===== src/rtl/wb_arb_pkg.sv =====
// Shared types for the two-master Wishbone arbiter: FSM states, grant encodings, default stall limit.
package wb_arb_pkg;

  typedef enum logic [1:0] {
    IDLE = 2'd0,
    GNT0 = 2'd1,
    GNT1 = 2'd2
  } arb_state_t;

  localparam logic [1:0] GRANT_NONE = 2'b00;
  localparam logic [1:0] GRANT_M0   = 2'b01;
  localparam logic [1:0] GRANT_M1   = 2'b10;

  localparam int DEF_TIMEOUT_CYCLES = 256;

endpackage


===== src/rtl/wb_arb_rr_pick.sv =====
// Combinational 2-way round-robin picker: on a tie the master that did not win last time is chosen.
// Zero latency; no backpressure, purely a function of req and last.
module wb_arb_rr_pick (
  input  logic [1:0] req,
  input  logic       last,
  output logic       pick,
  output logic       valid
);

  assign valid = |req;
  assign pick  = req[1] & (~req[0] | ~last);

endmodule


===== src/rtl/wb_arbiter_2m.sv =====
// Two-master Wishbone classic arbiter, round-robin, grant locked for the whole cyc; s_cyc_o follows one clock after request.
// Optional WB_ARB_TIMEOUT_EN: stalled strobes are terminated with a one-cycle err to the granted master.
module wb_arbiter_2m
  import wb_arb_pkg::*;
#(
  parameter int AW             = 32,
  parameter int DW             = 32,
  parameter int SW             = DW / 8,
  parameter int TIMEOUT_CYCLES = DEF_TIMEOUT_CYCLES
) (
  input  logic          wb_clk_i,
  input  logic          wb_rst_i,
  input  logic [AW-1:0] m0_adr_i,
  input  logic [DW-1:0] m0_dat_i,
  output logic [DW-1:0] m0_dat_o,
  input  logic          m0_we_i,
  input  logic [SW-1:0] m0_sel_i,
  input  logic          m0_stb_i,
  input  logic          m0_cyc_i,
  output logic          m0_ack_o,
  output logic          m0_err_o,
  input  logic [AW-1:0] m1_adr_i,
  input  logic [DW-1:0] m1_dat_i,
  output logic [DW-1:0] m1_dat_o,
  input  logic          m1_we_i,
  input  logic [SW-1:0] m1_sel_i,
  input  logic          m1_stb_i,
  input  logic          m1_cyc_i,
  output logic          m1_ack_o,
  output logic          m1_err_o,
  output logic [AW-1:0] s_adr_o,
  output logic [DW-1:0] s_dat_o,
  output logic          s_we_o,
  output logic [SW-1:0] s_sel_o,
  output logic          s_stb_o,
  output logic          s_cyc_o,
  input  logic [DW-1:0] s_dat_i,
  input  logic          s_ack_i,
  input  logic          s_err_i,
  output logic [1:0]    grant_o
);

  arb_state_t state_q, state_d;
  logic       last_q, last_d;
  logic       pick, pick_vld;
  logic       stb_raw;
  logic       tmo;

  wb_arb_rr_pick u_pick (
    .req   ({m1_cyc_i, m0_cyc_i}),
    .last  (last_q),
    .pick  (pick),
    .valid (pick_vld)
  );

  always_ff @(posedge wb_clk_i or posedge wb_rst_i) begin
    if (wb_rst_i) begin
      state_q <= IDLE;
      last_q  <= 1'b1;
    end else begin
      state_q <= state_d;
      last_q  <= last_d;
    end
  end

  // Release hands straight to the other master if it is waiting; s_cyc_o is already low that cycle.
  always_comb begin
    state_d = state_q;
    last_d  = last_q;
    case (state_q)
      IDLE: begin
        if (pick_vld) begin
          state_d = pick ? GNT1 : GNT0;
          last_d  = pick;
        end
      end
      GNT0: begin
        if (!m0_cyc_i) begin
          if (m1_cyc_i) begin
            state_d = GNT1;
            last_d  = 1'b1;
          end else begin
            state_d = IDLE;
          end
        end
      end
      GNT1: begin
        if (!m1_cyc_i) begin
          if (m0_cyc_i) begin
            state_d = GNT0;
            last_d  = 1'b0;
          end else begin
            state_d = IDLE;
          end
        end
      end
      default: state_d = IDLE;
    endcase
  end

  assign m0_dat_o = s_dat_i;
  assign m1_dat_o = s_dat_i;

  always_comb begin
    s_adr_o  = '0;
    s_dat_o  = '0;
    s_we_o   = 1'b0;
    s_sel_o  = '0;
    s_cyc_o  = 1'b0;
    stb_raw  = 1'b0;
    m0_ack_o = 1'b0;
    m0_err_o = 1'b0;
    m1_ack_o = 1'b0;
    m1_err_o = 1'b0;
    grant_o  = GRANT_NONE;
    case (state_q)
      GNT0: begin
        s_adr_o  = m0_adr_i;
        s_dat_o  = m0_dat_i;
        s_we_o   = m0_we_i;
        s_sel_o  = m0_sel_i;
        s_cyc_o  = m0_cyc_i;
        stb_raw  = m0_stb_i & m0_cyc_i;
        m0_ack_o = s_ack_i;
        m0_err_o = s_err_i | tmo;
        grant_o  = GRANT_M0;
      end
      GNT1: begin
        s_adr_o  = m1_adr_i;
        s_dat_o  = m1_dat_i;
        s_we_o   = m1_we_i;
        s_sel_o  = m1_sel_i;
        s_cyc_o  = m1_cyc_i;
        stb_raw  = m1_stb_i & m1_cyc_i;
        m1_ack_o = s_ack_i;
        m1_err_o = s_err_i | tmo;
        grant_o  = GRANT_M1;
      end
      default: ;
    endcase
  end

  // The timeout cycle withdraws the strobe so the slave never sees the aborted access complete.
  assign s_stb_o = stb_raw & ~tmo;

`ifdef WB_ARB_TIMEOUT_EN
  localparam int TW_RAW = $clog2(TIMEOUT_CYCLES + 1);
  localparam int TW     = (TW_RAW < 8) ? 8 : ((TW_RAW > 32) ? 32 : TW_RAW);

  logic [TW-1:0] cnt_q;

  assign tmo = (cnt_q == TW'(TIMEOUT_CYCLES));

  always_ff @(posedge wb_clk_i or posedge wb_rst_i) begin
    if (wb_rst_i) begin
      cnt_q <= '0;
    end else if (s_ack_i || s_err_i || tmo || (state_d != state_q)) begin
      cnt_q <= '0;
    end else if (s_cyc_o && stb_raw) begin
      cnt_q <= cnt_q + 1'b1;
    end
  end
`else
  logic unused_cfg;

  assign tmo        = 1'b0;
  assign unused_cfg = (TIMEOUT_CYCLES > 0);
`endif

endmodule


===== config.mk =====
export PLATFORM = sky130hd
export DESIGN_NAME = wb_arbiter_2m
export DESIGN_NICKNAME = d
export VERILOG_FILES = /design/src/rtl/wb_arb_pkg.sv /design/src/rtl/wb_arb_rr_pick.sv /design/src/rtl/wb_arbiter_2m.sv
export SDC_FILE = /design/constraint.sdc
export NUM_CORES = 1
export LEC_CHECK = 0
export CORE_AREA = 2 2 125 127
export CTS_BUF_LIST = sky130_fd_sc_hd__clkbuf_4 sky130_fd_sc_hd__clkbuf_8
export DETAILED_ROUTE_END_ITERATION = 6
export DIE_AREA = 0 0 127 129
export GPL_ROUTABILITY_DRIVEN = 1
export PLACE_DENSITY = 0.48
export SLEW_MARGIN = 40
export SYNTH_ARGS = -nofsm -noshare
export SYNTH_HDL_FRONTEND = slang
export SYNTH_SLANG_ARGS = --single-unit

===== constraint.sdc =====
create_clock -name wb_clk_i -period 1.8 [get_ports wb_clk_i]
set_input_delay 0.36 -clock wb_clk_i [delete_from_list [all_inputs] [get_ports wb_clk_i]]
set_output_delay 0.36 -clock wb_clk_i [all_outputs]
set_load 0.05 [all_outputs]

Word level (Yosys, flattened, before mapping)
Cells that the tools add are included.
{"block": "word_totals", "input_bits": 178, "register_bits": 3, "wordCells": 44, "output_inout_bits": 141}
{"block": "op_classes", "n_bitwise": 6, "n_mux": 24, "n_eq_ne": 7, "n_reduce_logical": 5}
{"operator": "32-bit case mux with 2 select lines", "n": 2}
{"operator": "1-bit two-way mux", "n": 10}
{"operator": "2-bit two-way mux", "n": 5}
{"operator": "2-bit != test (second input constant)", "n": 5}
{"operator": "4-bit case mux with 2 select lines", "n": 1}
{"operator": "1-bit case mux with 2 select lines", "n": 3}
{"operator": "2-bit case mux with 3 select lines", "n": 1}
{"operator": "6-bit AND reduction", "n": 1}
{"operator": "2-bit case mux with 2 select lines", "n": 1}
{"operator": "1-bit AND", "n": 3}
{"operator": "1-bit case mux with 3 select lines", "n": 1}
{"operator": "3-bit AND reduction", "n": 1}
{"operator": "3-bit nonzero test", "n": 1}
{"operator": "2-bit by 1-bit == test with 1-bit output (second input constant)", "n": 1}
{"operator": "2-bit == test (second input constant)", "n": 1}
{"operator": "2-bit logical NOT", "n": 1}
{"operator": "1-bit inverter", "n": 2}
{"operator": "2-bit OR reduction", "n": 1}
{"operator": "1-bit OR", "n": 1}

Depth between registers and ports, before layout
{"block": "depth", "ltp_word": 6, "mapped_depth": 6, "mapped_depth_nobuf": 5}

Cells and area by module
From an unflattened synthesis, not the netlist that was laid out.
{"block": "hier_totals", "hier_cells": 263, "area_unflattened_um2": 1886.8}
{"module": "wb_arbiter_2m", "seq_area_each_um2": 76.3, "cells_per_inst": 261, "area_per_inst_um2": 1873.0, "instances": 1}
{"module": "wb_arb_rr_pick", "seq_area_each_um2": 0.0, "cells_per_inst": 2, "area_per_inst_um2": 13.8, "instances": 1}

Worst setup path before layout
Ideal clock, no wire load.
{"block": "synth_path", "path_type": "flip-flop to output port", "startpoint": "register state_q[1]", "endpoint": "output port s_stb_o", "arrival_ps": 2311, "n_path_buf": 0, "stages_incl_launch_ff": 5, "required_time_ps": 1440, "path_slack_ps": -871, "cell_sequence": "dfrtp_1 > inv_1 > ha_1 > nand3_1 > a21boi_0"}
{"block": "synth_between", "elab_chain_cells": 2, "elab_cells_between_ends": 3, "cone_classes": "2 x eq/ne; 1 x mux"}
{"item": "start, declared", "line_no": "wb_arbiter_2m.sv:43", "text": "arb_state_t state_q, state_d;"}
{"item": "start signal, assigned", "line_no": "wb_arbiter_2m.sv:61", "text": "state_q <= state_d;"}
{"item": "2-bit == test / 2-bit by 1-bit == test with 1-bit output (equally long branches)", "line_no": "wb_arbiter_2m.sv:116", "text": "case (state_q)"}
{"item": "1-bit case mux with 2 select lines (*)", "line_no": "wb_arbiter_2m.sv:116"}
{"item": "end, declared", "line_no": "wb_arbiter_2m.sv:35", "text": "output logic s_stb_o,"}
Every way passes the cells marked *; elsewhere a longest branch is shown, timed or not.

Worst setup path after layout
{"block": "layout_path", "startpoint": "register state_q[1]", "endpoint": "output port s_adr_o[16]"}
{"block": "layout_between", "elab_chain_cells": 2, "elab_cells_between_ends": 3, "cone_classes": "2 x eq/ne; 1 x mux"}
{"item": "2-bit == test / 2-bit by 1-bit == test with 1-bit output (equally long branches)", "line_no": "wb_arbiter_2m.sv:116"}
{"item": "32-bit case mux with 2 select lines (*)", "line_no": "wb_arbiter_2m.sv:116"}
{"item": "end, declared", "line_no": "wb_arbiter_2m.sv:31", "text": "output logic [AW-1:0] s_adr_o,"}
Marks and branches as above.

==> impl_results.md <==
* Post-Syn Area per Cell at 7.17 µm²
* Initial cell density of the core at 12.7%
* Mux contribution to synthesized area at 1.12%
* Ys async rst share at 100%
* TritonCTS clock tree: yes
* Adder-cell share of the synthesized area at 3.95%
* Post-synth EDFFs at 0
* Core area at 0.0150 mm²
* # port buffers at 222
* Worst Path Required at 1440 ps
* Clock sink total at 3
* Outcome: finished, violations left
* Clock Power Share at 2.1%
* CTS Buf Count at 3
* Drt wl/cell at 17.8 µm
* #FFs+latches synth at 3
* Most used cell, CP: buf_12
* CP peak stage delay at 450 ps
* Compound-Gate Fraction of Synth Area at 31.8%
* Critical Path AT at 1710 ps
* Aggregate global-route resource usage at 11.9%
* XOR/XNOR Fraction of Synth Area at 0%
* DR vias at 2675
* Share of layout cells above drive strength 1 at 61.5%
* Initial antenna violation count at 0
* Critical path class: reg2out
* Largest net degree at the start of global routing at 29
* Placed insts at 617
* Design area at 0.00621 mm²
* Worst Skew at 1.55 ps
* Failing checks: setup timing
* Cell Int Power at 5.72 mW
* Final hold vios at 0
* Syn Std Cell Area at 0.00190 mm²
* Worst IR drop on VDD at 0.460 mV
* ANT cells at 0
* Area share of the largest cell type after synthesis at 27.3%
* Routed vias/inst at 4.16
* Placer Congestion at 0.767
* Pre-Repair DR Iteration Count at 3
* Sw Share at 44.2%
* Tightest Pin Transition at 293 ps
* Share of power burned in registers at 1.4%
* Simple-gate area share of the yosys netlist at 27.2%
* Antenna viol nets, final at 0
* Layout area overhead at 227%
* Power per Cell Area at 1650 mW/mm²
* Comb power frac at 96.5%
* Sequential fraction of the synthesis area at 4.02%
* Critical path startpoint category: flip-flop
* Residual DRC at 0
* Die Span X at 127 µm
* YS warnings at 0
* Row cnt at 45
* Clock transition at the registers of the reported paths at 30 ps
* Max-cap violation count at 0
* Io pins at 319
* Final Max Slew Viols at 0
* Final wirelength at 11.4 mm
* Worst-skew pair later-pin latency at 220 ps
* First-pass GRT wire length at 15.5 mm
* Layout Cells excl Fill at 643
* # setup viols final at 76
* Top FF cell, synth: dfrtp_1
* GR Overflow Total at 0
* Max Freq at 0.482 GHz
* RSZ-0062 raised after global routing: true
* Syn_nets at 449
* Synth Instances at 265
* Layout fillers at 1442
* Final WS setup at -274 ps
* Root Buffer: clkbuf_8
* Final #Nets at 640
* Drt first-iter violations at 53
* Count leader, synth: nor2b_1
* Setup crit start: state_q[1]$_DFFE_PP0P_
* Critical path endpoint category: output port
* Crit path max-delay cell type: dfrtp_2
* Max-slew headroom at 80.4%
* Largest family of logic cells by synthesized area: buffers and inverters
* CP cell instances: ha_4 > buf_4 > buf_12 > a22oi_1 > nor2b_4 > buf_12
* Vias in the first global route at 2852
* Post-layout min period at 2070 ps
* H-tree levels at 1
* Static Leakage at 2.25 nW
* Min-Delay Path Class: in2async
* Floorplan die area at 0.0164 mm²
* HPWL after detailed placement at 8.26 mm
* CP max FO at 14
* Post-layout util at 41.5%
* Post-synth top cells: nor2b_1 (72), a22oi_1 (69), buf_4 (66)
* Period utilisation layout at 115%
* FF-to-FF Start: state_q[1]$_DFFE_PP0P_
* Largest cells by area after synthesis: a22oi_1 (27%), buf_4 (26%), nor2b_1 (24%), ha_1 (4.0%), buf_2 (3.7%)
* Place WS at -131 ps
* Placed instance area at 0.00517 mm²
* Setup TNS Final at -16300 ps
* Maximum clock path buffer count at 2
* Leading area contributor after synthesis: a22oi_1
* Die height at 129 µm
* P_sw at 4.53 mW
* Distinct cells, synth at 26
[stage by stage]
step           hold slack (ps)  total power [mW]
2_1_floorplan              113              4.63
3_3_place_gp               549              7.65
3_5_place_dp               546              7.71
4_1_cts                    320              9.01
5_1_grt                    326              10.7
6_report                   318              10.3
[worst max-delay path, delay by kind of cell (launching register included)]
| family | cells | cell delay [ps] |
|---|---|---|
| compound gates | 1 | 280 |
| fa+ha+maj | 1 | 200 |
| buf+inv | 3 | 480 |
| simple gates | 1 | 80 |
| flops | 1 | 450 |
[worst paths after layout]
kind	slack, ps	endpoint	cells after the start
worst max-delay path	-270	s_adr_o[16]	6
worst min-delay path	320	state_q[1]$_DFFE_PP0P_	2
worst max register to register	-10	last_q$_DFFE_PP1P_	6
worst min register to register	640	last_q$_DFFE_PP1P_	1
max in group asynchronous	1270	last_q$_DFFE_PP1P_	2
min in group wb_clk_i	640	last_q$_DFFE_PP1P_	1
[routing by layer]
metal / share of wire (%) / GRT usage (%) / up-vias
met2: 56 / 23.8 / 128
met5: 0 / 0 / -
li1: - / - / 1245
met4: 1.9 / 3.81 / 0
met1: 36 / 12.9 / 1274
met3: 5.8 / 1.70 / 28
[power by group through the flow]
| stage | Clock (mW) | Combinational, mW | Sequential (mW) |
|---|---|---|---|
| floorplan | 0 | 4.50 | 0.127 |
| global placement | 0 | 7.52 | 0.129 |
| detailed placement | 0 | 7.58 | 0.132 |
| CTS | 0.221 | 8.66 | 0.132 |
| global route | 0.226 | 10.3 | 0.151 |
| finish | 0.213 | 9.90 | 0.144 |
[cells by family (layout without fill, tap and decap cells)]
group,Yosys count,in the layout
flip-flops,3,3
adder cells (fa/ha/maj),6,6
multiplexers,2,2
AND/OR/NAND/NOR,84,84
buffers and inverters,91,281
AO/OA/AOI/OAI,79,79
[registers in the layout, indices dropped and copies added, names as in the netlist]
name     count
last_q       1
state_q      2
[cell usage in the layout (no fill, tap or decap), types with 3 or more instances in the layout]
cell type,count
buf_12,88
and2_4,4
nor2b_4,69
ha_4,3
buf_4,27
buf_16,4
clkdlybuf4s50_1,145
clkbuf_8,3
a22oi_1,12
clkbuf_16,6
a22oi_2,58
[timing repair]
| action | CTS | global route |
|---|---|---|
| resized for setup | 78 | 47 |
| setup endpoints to repair | 77 | 78 |
| pin swaps | 5 | 9 |
| hold buffers | 0 | 0 |
| gates cloned | 4 | 7 |
| setup buffers | 6 | 5 |
[final cells by class]
type / count / area [µm²] / area share, %
timing repair buffer: 274 / 3730 / 60.0
clock buffer: 4 / 48.8 / 0.786
inverter: 3 / 13.8 / 0.222
tap: 188 / 235 / 3.79
multi-input combinational: 171 / 2110 / 33.9
sequential: 3 / 77.6 / 1.25
No activity file was read; power rests on OpenSTA's default activity.
